`src/rtl/memory_master.sv`:
```
// Command-register bus initiator: the CPU loads request fields and TRY_* commands through `in`, reads status/data on `out`.
// Optional bus-wait abort enabled by defining MEMORY_MASTER_TIMEOUT_EN.
module memory_master #(
   parameter int ADDR_W         = 24,
   parameter int DATA_W         = 24,
   parameter int ID_W           = 8,
   parameter int TIMEOUT_CYCLES = 1023
) (
   input  logic              clock,
   input  logic              reset,
   input  logic [31:0]       in,
   output logic [31:0]       out,
   output logic              msValid,
   input  logic              msTaken,
   output logic [ADDR_W-1:0] msAddress,
   output logic [DATA_W-1:0] msData,
   output logic              msWrite,
   output logic [ID_W-1:0]   msID,
   input  logic              smValid,
   output logic              smTake,
   input  logic              smTaken,
   input  logic [DATA_W-1:0] smData,
   input  logic [ID_W-1:0]   smID
);

   localparam logic [7:0] CMD_NONE        = 8'd0;
   localparam logic [7:0] CMD_ADDRESS     = 8'd1;
   localparam logic [7:0] CMD_DATA        = 8'd2;
   localparam logic [7:0] CMD_WRITE       = 8'd3;
   localparam logic [7:0] CMD_MASTER_ID   = 8'd4;
   localparam logic [7:0] CMD_TRY_SEND    = 8'd5;
   localparam logic [7:0] CMD_TRY_TAKE    = 8'd6;
   localparam logic [7:0] CMD_READ_DATA   = 8'd7;
   localparam logic [7:0] CMD_READ_ID     = 8'd8;
   localparam logic [7:0] CMD_READ_STATUS = 8'd9;

   typedef enum logic [1:0] {S_IDLE = 2'd0, S_SEND = 2'd1, S_TAKE = 2'd2, S_WAIT = 2'd3} state_t;

   state_t            state_q, state_d;
   logic [ADDR_W-1:0] addr_q, addr_d;
   logic [DATA_W-1:0] data_q, data_d;
   logic              write_q, write_d;
   logic [ID_W-1:0]   id_q, id_d;
   logic [DATA_W-1:0] rdata_q, rdata_d;
   logic [ID_W-1:0]   rid_q, rid_d;
   logic              err_q;

   logic [7:0]  cmd;
   logic [23:0] field;
   logic        cmd_is_none;

   assign cmd   = in[31:24];
   assign field = in[23:0];
   // Unknown command codes release WAIT exactly like NONE.
   assign cmd_is_none = (cmd == CMD_NONE) || (cmd > CMD_READ_STATUS);

`ifdef MEMORY_MASTER_TIMEOUT_EN
   localparam int CNT_W = $clog2(TIMEOUT_CYCLES + 1);
   logic [CNT_W-1:0] cnt_q, cnt_d;
   logic             err_d;
   logic             timeout_hit;

   assign timeout_hit = (cnt_q == CNT_W'(TIMEOUT_CYCLES - 1));

   always_ff @(posedge clock or negedge reset) begin
      if (!reset) begin
         cnt_q <= '0;
         err_q <= 1'b0;
      end else begin
         cnt_q <= cnt_d;
         err_q <= err_d;
      end
   end
`else
   assign err_q = 1'b0;
`endif

   always_ff @(posedge clock or negedge reset) begin
      if (!reset) begin
         state_q <= S_IDLE;
         addr_q  <= '0;
         data_q  <= '0;
         write_q <= 1'b0;
         id_q    <= '0;
         rdata_q <= '0;
         rid_q   <= '0;
      end else begin
         state_q <= state_d;
         addr_q  <= addr_d;
         data_q  <= data_d;
         write_q <= write_d;
         id_q    <= id_d;
         rdata_q <= rdata_d;
         rid_q   <= rid_d;
      end
   end

   always_comb begin
      state_d = state_q;
      addr_d  = addr_q;
      data_d  = data_q;
      write_d = write_q;
      id_d    = id_q;
      rdata_d = rdata_q;
      rid_d   = rid_q;
`ifdef MEMORY_MASTER_TIMEOUT_EN
      cnt_d   = cnt_q;
      err_d   = err_q;
`endif
      case (state_q)
         S_IDLE: begin
            case (cmd)
               CMD_ADDRESS:   addr_d  = field[ADDR_W-1:0];
               CMD_DATA:      data_d  = field[DATA_W-1:0];
               CMD_WRITE:     write_d = field[0];
               CMD_MASTER_ID: id_d    = field[ID_W-1:0];
               CMD_TRY_SEND: begin
                  state_d = S_SEND;
`ifdef MEMORY_MASTER_TIMEOUT_EN
                  err_d   = 1'b0;
                  cnt_d   = '0;
`endif
               end
               CMD_TRY_TAKE: begin
                  state_d = S_TAKE;
`ifdef MEMORY_MASTER_TIMEOUT_EN
                  err_d   = 1'b0;
                  cnt_d   = '0;
`endif
               end
               default: ;
            endcase
         end
         S_SEND: begin
            // Completion is tested first so it wins over a same-cycle timeout.
            if (msTaken) state_d = S_WAIT;
`ifdef MEMORY_MASTER_TIMEOUT_EN
            else if (timeout_hit) begin
               err_d   = 1'b1;
               state_d = S_WAIT;
            end else cnt_d = cnt_q + CNT_W'(1);
`endif
         end
         S_TAKE: begin
            if (smValid && smTaken) begin
               rdata_d = smData;
               rid_d   = smID;
               state_d = S_WAIT;
            end
`ifdef MEMORY_MASTER_TIMEOUT_EN
            else if (timeout_hit) begin
               err_d   = 1'b1;
               state_d = S_WAIT;
            end else cnt_d = cnt_q + CNT_W'(1);
`endif
         end
         S_WAIT: begin
            if (cmd_is_none) state_d = S_IDLE;
         end
         default: state_d = S_IDLE;
      endcase
   end

   always_comb begin
      out = 32'h0;
      case (cmd)
         CMD_TRY_SEND, CMD_TRY_TAKE: out = 32'(state_q == S_WAIT);
         CMD_READ_DATA:              out = 32'(rdata_q);
         CMD_READ_ID:                out = 32'(rid_q);
         CMD_READ_STATUS:            out = {29'b0, err_q, state_q};
         default:                    out = 32'h0;
      endcase
   end

   // Bus strobes depend on state only, so nothing on `in` reaches the bus combinationally.
   assign msValid   = (state_q == S_SEND);
   assign smTake    = (state_q == S_TAKE);
   assign msAddress = addr_q;
   assign msData    = data_q;
   assign msWrite   = write_q;
   assign msID      = id_q;

endmodule

```
`config.mk`:
```
export PLATFORM = sky130hd
export DESIGN_NAME = memory_master
export DESIGN_NICKNAME = d
export VERILOG_FILES = /design/src/rtl/memory_master.sv
export SDC_FILE = /design/constraint.sdc
export NUM_CORES = 1
export LEC_CHECK = 0
export BUFFER_PORTS_ARGS = -buffer_cell sky130_fd_sc_hd__buf_2
export CAP_MARGIN = 20
export CORE_UTILIZATION = 50
export CTS_BUF_LIST = sky130_fd_sc_hd__clkbuf_4
export CTS_CLUSTER_SIZE = 14
export DETAILED_ROUTE_END_ITERATION = 12
export HOLD_SLACK_MARGIN = 0.12
export PLACE_DENSITY = 0.79
export SETUP_SLACK_MARGIN = 0.15
export SLEW_MARGIN = 30
export SYNTH_ARGS = -nofsm -noshare
export SYNTH_HDL_FRONTEND = slang
export SYNTH_SLANG_ARGS = --single-unit
export TNS_END_PERCENT = 20
```
`constraint.sdc`:
```
create_clock -name clock -period 3 [get_ports clock]
set_input_delay 0.6 -clock clock [delete_from_list [all_inputs] [get_ports clock]]
set_output_delay 0.6 -clock clock [all_outputs]
set_load 0.01 [all_outputs]
```
# == Word level (Yosys, flattened, before mapping) ==
# Cells that the tools add are included.
# word_totals
reg_bits,91
word_cells,41
# classes
n_lt_le_gt_ge,1
eq_ne,16
muxes,6
n_reduce_logical,11
# ops
operator,n
$pmux 24 s4,1
$eq 8x3->1 const B,4
$eq 8x2->1 const B,2
$eq 8x4->1 const B,2
$reduce_and 2->1,5
$eq 8x1->1 const B,1
$gt 8x4->1 const B,1
$logic_not 8->1,1
$pmux 2 s4,1
$mux 2,3
$eq 2x2->1 const B,2
$ne 2x1->1 const B,2
$pmux 2 s2,1
$reduce_and 4->1,1
$ne 3x1->1 const B,1
$eq 2x1->1 const B,1
$logic_not 2->1,1
$ne 2x2->1 const B,1
$reduce_or 2->1,1
$logic_and 1x1->1,1
$logic_or 1x1->1,1

# == Logic depth before layout (Yosys ltp) ==
# Gate-level depths: netlist (run 1).
# depth
ltp_word,4
depth_mapped,7

# == Worst setup path before layout (run 1) ==
# OpenSTA, ideal clock, no wires.
# synth_timing
kind,input-to-output
from,in in[30]
to,out out[5]
arrival_ps,1983
slack_ps,417
cell_stages,5
n_path_buf,1
cell_sequence,or4_4 nor3_4 and3_2 clkbuf_2 a22o_1
# synth_between
elab_chain_len,3
elab_cells_between_ends,7
classes_between,eq/ne (5); mux (1); reduce/logical (1)
# synth_rtl
element,line,text
from (decl),11,"input logic [31:0] in,"
$eq 8x3->1,166,case (cmd)
$reduce_or 2->1,166,
$pmux 24 s4 *,166,
to (decl),12,"output logic [31:0] out,"
# Mark *: on every way between the ends. The rest lies on a longest branch, timed or not.

# == Worst setup path after layout (run 1) ==
# Ends and elaborated chain as after synthesis.

==> results_tabular.tex, run 1 <==
\begin{tabular}{lr}
\hline
Metric & Value \\
\hline
\multicolumn{2}{l}{\textbf{STA}} \\
\quad Number of endpoints with negative hold slack in the final report & 0 \\
\quad Setup Total Neg Slack & 0 ns \\
\quad Final Max Tran Viols & 0 \\
\quad Max Clk Rate & 0.369 GHz \\
\quad Maximum clock skew at final layout & 0.0195 ns \\
\quad Worst-Margin Slew & 0.628 ns \\
\quad Final min period & 2.71 ns \\
\quad Setup violators final & 0 \\
\quad Final critical-path share of the clock period & 0.903 \\
\quad Worst slew margin relative to its limit & 0.581 \\
\quad Unrepaired setup endpoints after global routing & no \\
\quad Final WS setup & 0.291 ns \\
\multicolumn{2}{l}{\textbf{CTS}} \\
\quad Number of buffers inserted to repair setup after CTS & 0 \\
\quad Clock-pin slew on the worst setup and hold paths & 0.15 ns \\
\quad Level count of the clock H-tree & 3 \\
\quad Clock Root Buffer & clkbuf\_4 \\
\quad Sinks on Clock Net & 91 \\
\quad CTS max path bufs & 2 \\
\quad TritonCTS clock tree & built \\
\quad Clock latency on the worst-skew pair & 0.43 ns \\
\quad Inserted Clock Buffers & 9 \\
\multicolumn{2}{l}{\textbf{Synth}} \\
\quad Number of flops mapped to enable cells by yosys & 0 \\
\quad Avg Cell Area, Syn & 14.9 µm² \\
\quad Count of cell types in the netlist & 36 \\
\quad Most area-hungry cell type in the Yosys netlist & dfrtp\_1 \\
\quad Most area-consuming cells after synthesis & dfrtp\_1, mux2\_2, mux2\_4, and2\_1, buf\_4 \\
\quad YS warnings & 0 \\
\quad Post-synth top flop & dfrtp\_1 \\
\quad Sequential share of the synthesized area & 0.567 \\
\quad Most frequent cells after synthesis & dfrtp\_1, mux2\_2, mux2\_4 \\
\quad Post-synthesis instance area & 0.00402 mm² \\
\quad Async set-reset flop share out of synthesis & 1.00 \\
\quad Synthesized netlist cell count & 269 \\
\quad FF+latch count, synth & 91 \\
\quad Count leader, synth & dfrtp\_1 \\
\quad Fraction of post-synthesis cell area in the top cell type by area & 0.567 \\
\multicolumn{2}{l}{\textbf{Job}} \\
\quad MaxCap Viol Count & 0 \\
\multicolumn{2}{l}{\textbf{Power}} \\
\quad Leakage power of the design & 2.85 nW \\
\quad Switching Share & 0.289 \\
\quad Portion of total power attributed to the clock network & 0.236 \\
\quad Sw Pwr & 0.873 mW \\
\quad Share of total power in combinational logic & 0.223 \\
\quad Internal Pwr Total & 2.15 mW \\
\quad Sequential group share of total power & 0.541 \\
\quad Power Density & 604 mW/mm² \\
\quad IR Drop Worst-Case VDD & 256 µV \\
\multicolumn{2}{l}{\textbf{Floorplanning}} \\
\quad IO Count & 160 \\
\quad Initial core utilization & 0.517 \\
\quad Num rows & 32 \\
\quad Die extent in y & 91.7 µm \\
\quad Die footprint & 0.00840 mm² \\
\quad Die X-Extent & 91.7 µm \\
\quad Placeable Area & 0.00777 mm² \\
\multicolumn{2}{l}{\textbf{Final layout}} \\
\quad Nets & 496 \\
\quad Count of antenna diodes in the layout & 0 \\
\quad Area of all placed cells without fillers & 0.00500 mm² \\
\quad Share of layout cells above drive strength 1 & 0.626 \\
\quad Area growth from synthesis to final layout & 24.3\% \\
\quad End-of-flow core utilization & 0.643 \\
\multicolumn{2}{l}{\textbf{Hold path}} \\
\quad Class of the tightest hold or removal check & input pin to asynchronous set/reset pin \\
\multicolumn{2}{l}{\textbf{Setup path}} \\
\quad Capture point of the critical path & out[5] \\
\quad Cell repeated most along the worst path & buf\_2 \\
\quad Worst Path Class, Setup & input pin to primary output \\
\quad Startpoint of the worst-slack reg-to-reg timing path & state\_q[1] \\
\quad Reg2reg path depth & 6 \\
\quad R2R Setup Slk & 0.84 ns \\
\quad Crit end category & primary output \\
\quad Worst-path cell chain & buf\_2, or4\_4, nor3\_4, and3\_4, a22o\_1, buf\_2 \\
\quad Maximum fanout encountered on the critical timing path & 23 \\
\quad Critical path required time & 2.40 ns \\
\quad Standard cell with the maximum stage delay on the critical path & or4\_4 \\
\quad Endpoint arrival time on the critical path & 2.11 ns \\
\quad Crit-path max cell delay & 0.60 ns \\
\quad RR Endpoint & msAddress[18] \\
\quad Critical Path Start & in[30] \\
\quad Category of the worst setup path launch point & input pin \\
\multicolumn{2}{l}{\textbf{Route}} \\
\quad DR iter-0 viols & 66 \\
\quad Antenna-violating nets left & 0 \\
\quad DR DRC count & 0 \\
\quad Via-per-instance ratio & 5.04 \\
\quad First-pass detailed-route iteration total & 3 \\
\quad Total number of vias & 2672 \\
\quad Routed wire length per instance & 15.1 µm \\
\quad Final routed wirelength across all metal layers & 8020 µm \\
\multicolumn{2}{l}{\textbf{Placed design}} \\
\quad GPL Wtd Cong & 0.773 \\
\quad \# port buffers & 151 \\
\quad Placement Setup Slack & 0.172 ns \\
\quad HPWL after detailed placement & 5870 µm \\
\quad DP Area & 0.00484 mm² \\
\multicolumn{2}{l}{\textbf{GRT}} \\
\quad Number of global-route vias before repair & 2611 \\
\quad Grt ovf & 0 \\
\quad Pin count of the biggest net entering global routing & 50 \\
\quad GRT Util Overall & 0.198 \\
\quad Initial antenna violation count & 0 \\
\quad First-pass GRT wire length & 13000 µm \\
\multicolumn{2}{l}{\textbf{Outcome}} \\
\quad Status & finished, final reports clean \\
\hline
\end{tabular}
[layout by cell type (no fill, tap or decap), drive strengths merged, types with 2 or more instances in the layout]
master and instances:
nand3 5, buf 156, o2bb2ai 2, clkbuf 9, nor2 6, mux2 90, o21ai 2, nand4 2
a22o 6, a31oi 2, inv 8, or4 2, nor2b 2, dfrtp 91, ha 4, mux2i 4
and2 16, conb 8, nor3 2
[area by class of cell]
type                    instances  area, µm²
repair buffers                156        808
inverters                       4       15.0
clock buffers                   9       67.6
well taps                     102        128
clock inverters                 7       82.6
multi-input cells             161       1620
flip-flops and latches         91       2280
fillers                       604       2770
[worst max-delay path: cells and delay by family]
family                 cells  cell delay [ns]
AND/OR/NAND/NOR            3             1.09
AO/OA/AOI/OAI              1             0.18
buffers and inverters      2             0.23
[flip-flops by register name, summed over array words and instances, names as in the netlist]
signal,cells
rid_q,8
msData,24
msID,8
rdata_q,24
msWrite,1
msAddress,24
state_q,2
[worst min path at each step]
stage                      from      endpoint  cells after the start
floorplan                 reset  msAddress[0]                      0
global placement    rdata_q[22]   rdata_q[22]                      1
detailed placement  rdata_q[13]   rdata_q[13]                      1
CTS                       reset   rdata_q[15]                      1
global route              reset    msData[16]                      1
finish                    reset   rdata_q[14]                      1
[power groups by stage]
stage                     Clock (mW)  Sequential, mW  Combinational (mW)
final                          0.713            1.63               0.673
after global placement             0            1.65               0.652
after CTS                      0.737            1.64               0.687
after detailed placement           0            1.66               0.685
after floorplan                    0            1.64               0.455
after global routing           0.779            1.67               0.743
[metal layers]
layer | vias to the layer above | GRT usage | part of all wire
met5 | - | 0 | 0
li1 | 1253 | - | -
met2 | 109 | 0.318 | 0.47
met4 | 0 | 0.0675 | 0.014
met1 | 1300 | 0.263 | 0.45
met3 | 10 | 0.0514 | 0.074
[metrics by stage]
stage	instances	hold WS (ns)	total power, mW
6_report	530	0.158	3.02
2_1_floorplan	276	0.304	2.10
5_1_grt	530	0.183	3.20
3_3_place_gp	514	0.479	2.31
4_1_cts	530	0.154	3.06
3_5_place_dp	514	0.486	2.35
[cell families (layout without fill, tap and decap cells)]
kind of cell               Yosys count  count (layout)  share of synthesized area
AOI/OAI and AO/OA                   14              14                     0.0283
adders and majority gates            4               4                     0.0125
buffers and inverters               24             176                     0.0380
other                                1               8                   0.000933
DFF                                 91              91                      0.567
muxes                               94              94                      0.281
xor gates and xnor gates             1               1                    0.00218
and+or+nand+nor                     40              40                     0.0707
[repair_timing]
action,in CTS,in global routing
hold buffers,0,0
endpoints found under the setup margin,0,23
gates resized for setup,0,1
Note: power is estimated with default switching activity, not from simulation.
==> inputs of run 2 (changes only) <==
- PLACE_DENSITY: 0.79 -> 0.88
- TNS_END_PERCENT: 20 -> not set
- clock period: 3 -> 3.1 ns (I/O delays scaled with it)
==> results_tabular.tex, run 2 (same netlist as run 1, synthesis figures left out) <==
\begin{tabular}{lr}
\hline
Metric & Value \\
\hline
\multicolumn{2}{l}{\textbf{Outcome}} \\
\quad Status & finished, final reports clean \\
\multicolumn{2}{l}{\textbf{Hold path}} \\
\quad Class of the tightest hold or removal check & input pin to asynchronous set/reset pin \\
\multicolumn{2}{l}{\textbf{Route}} \\
\quad Antenna-violating nets left & 0 \\
\quad DR DRC count & 0 \\
\quad Final routed wirelength across all metal layers & 8110 µm \\
\quad First-pass detailed-route iteration total & 4 \\
\quad Via-per-instance ratio & 5.06 \\
\quad DR iter-0 viols & 66 \\
\quad Total number of vias & 2686 \\
\quad Routed wire length per instance & 15.3 µm \\
\multicolumn{2}{l}{\textbf{Power}} \\
\quad Internal Pwr Total & 1.99 mW \\
\quad IR Drop Worst-Case VDD & 234 µV \\
\quad Sw Pwr & 0.840 mW \\
\quad Sequential group share of total power & 0.561 \\
\quad Total design power & 2.83 mW \\
\quad Leakage power of the design & 2.84 nW \\
\quad Switching Share & 0.296 \\
\quad Share of total power in combinational logic & 0.229 \\
\quad Portion of total power attributed to the clock network & 0.210 \\
\quad Power Density & 571 mW/mm² \\
\multicolumn{2}{l}{\textbf{Final layout}} \\
\quad Share of layout cells above drive strength 1 & 0.627 \\
\quad Area growth from synthesis to final layout & 23.5\% \\
\quad Number of fillers in the final layout & 607 \\
\quad Nets & 497 \\
\quad Most frequent standard cell in the layout excluding fill and tap cells & buf\_2 \\
\quad Count of antenna diodes in the layout & 0 \\
\quad Most used cells in the layout excluding fill and tap cells & buf\_2, dfrtp\_1, mux2\_2 \\
\multicolumn{2}{l}{\textbf{Setup path}} \\
\quad Startpoint of the worst-slack reg-to-reg timing path & state\_q[1] \\
\quad Maximum fanout encountered on the critical timing path & 23 \\
\quad Crit-path max cell delay & 0.60 ns \\
\quad RR Endpoint & msAddress[20] \\
\quad Cell repeated most along the worst path & buf\_2 \\
\quad Crit end category & primary output \\
\quad Worst Path Class, Setup & input pin to primary output \\
\quad Reg2reg path depth & 6 \\
\quad Worst-path cell chain & buf\_2, or4\_4, nor3\_4, and3\_2, a22o\_1, buf\_2 \\
\quad Critical path required time & 2.48 ns \\
\quad Category of the worst setup path launch point & input pin \\
\quad R2R Setup Slk & 0.97 ns \\
\quad Standard cell with the maximum stage delay on the critical path & or4\_4 \\
\quad Endpoint arrival time on the critical path & 2.24 ns \\
\multicolumn{2}{l}{\textbf{CTS}} \\
\quad Level count of the clock H-tree & 3 \\
\quad Sinks on Clock Net & 91 \\
\quad Inserted Clock Buffers & 9 \\
\quad Clock-pin slew on the worst setup and hold paths & 0.16 ns \\
\quad Number of instances resized during post-cts repair & 0 \\
\quad Clock Root Buffer & clkbuf\_4 \\
\quad CTS max path bufs & 2 \\
\quad Number of buffers inserted to repair setup after CTS & 0 \\
\quad Post-CTS Hold Buffers & 0 \\
\quad Clock latency on the worst-skew pair & 0.42 ns \\
\quad TritonCTS clock tree & built \\
\multicolumn{2}{l}{\textbf{Floorplanning}} \\
\quad Placeable Area & 0.00777 mm² \\
\quad Die footprint & 0.00840 mm² \\
\quad Die extent in y & 91.7 µm \\
\quad Die X-Extent & 91.7 µm \\
\quad IO Count & 160 \\
\quad Num rows & 32 \\
\quad Initial core utilization & 0.517 \\
\multicolumn{2}{l}{\textbf{STA}} \\
\quad Worst-Margin Slew & 0.563 ns \\
\quad Worst slew margin relative to its limit & 0.625 \\
\quad Setup violators final & 0 \\
\quad Final Max Tran Viols & 0 \\
\quad Number of endpoints with negative hold slack in the final report & 0 \\
\quad Final min period & 2.86 ns \\
\quad Unrepaired setup endpoints after global routing & no \\
\quad Max Clk Rate & 0.350 GHz \\
\quad Setup Total Neg Slack & 0 ns \\
\quad Final critical-path share of the clock period & 0.921 \\
\quad Maximum clock skew at final layout & 0.0180 ns \\
\multicolumn{2}{l}{\textbf{GRT}} \\
\quad Grt ovf & 0 \\
\quad Pin count of the biggest net entering global routing & 48 \\
\quad GRT Util Overall & 0.205 \\
\quad Initial antenna violation count & 0 \\
\quad First-pass GRT wire length & 13400 µm \\
\quad Number of global-route vias before repair & 2747 \\
\multicolumn{2}{l}{\textbf{Job}} \\
\quad MaxCap Viol Count & 0 \\
\multicolumn{2}{l}{\textbf{Placed design}} \\
\quad HPWL after detailed placement & 6080 µm \\
\quad \# port buffers & 151 \\
\quad GPL Wtd Cong & 0.754 \\
\hline
\end{tabular}
## run 2: cell types whose count changed in the layout (fill, tap and decap cells not counted), sizes merged
cell,delta
bufinv,-1
buf,+1
clkinv,+1
## run 2: layout make-up
| class | count | area (µm²) | area share |
|---|---|---|---|
| clock buffer | 9 | 67.6 | 0.0136 |
| clock inverter | 7 | 58.8 | 0.0118 |
| inverter | 4 | 15.0 | 0.00302 |
| multi-input combinational | 161 | 1620 | 0.325 |
| sequential | 91 | 2280 | 0.459 |
| tap | 102 | 128 | 0.0257 |
| timing repair buffer | 157 | 803 | 0.162 |
## run 2: worst max path at each step
stage | from | end | slack (ns)
after global placement | in[30] | out[7] | 0.30
after floorplan | in[30] | out[5] | 0.48
final | in[30] | out[7] | 0.24
after global routing | in[30] | out[4] | 0.18
after CTS | in[30] | out[2] | 0.24
after detailed placement | in[30] | out[2] | 0.24
## run 2: per-layer routing
metal	GRT usage	vias up	wire (µm)
li1	-	1243	-
met3	0.0506	15	599
met1	0.251	1305	3470
met4	0.0780	0	139
met5	0	-	0
met2	0.350	123	3890
## run 2: per-stage QoR
stage	utilization	hold WS [ns]	cell area (µm²)	cells	setup slack (ns)
floorplan	-	0.324	4050	276	0.477
global placement	0.623	0.466	4840	515	0.301
detailed placement	0.623	0.469	4840	515	0.237
CTS	0.639	0.161	4960	531	0.240
global route	0.639	0.197	4960	531	0.176
finish	0.639	0.168	4960	531	0.244
## run 2: worst max-delay path: cells and delay by family
family | cells | cell delay [ns]
simple gates | 3 | 1.17
compound gates | 1 | 0.21
buf+inv | 2 | 0.22
## run 2: power groups by stage
stage               registers, mW  clock network (mW)  logic, mW
global route                 1.62               0.669      0.723
floorplan                    1.59                   0      0.441
CTS                          1.59               0.631      0.658
detailed placement           1.62                   0      0.656
finish                       1.59               0.596      0.648
global placement             1.60                   0      0.625
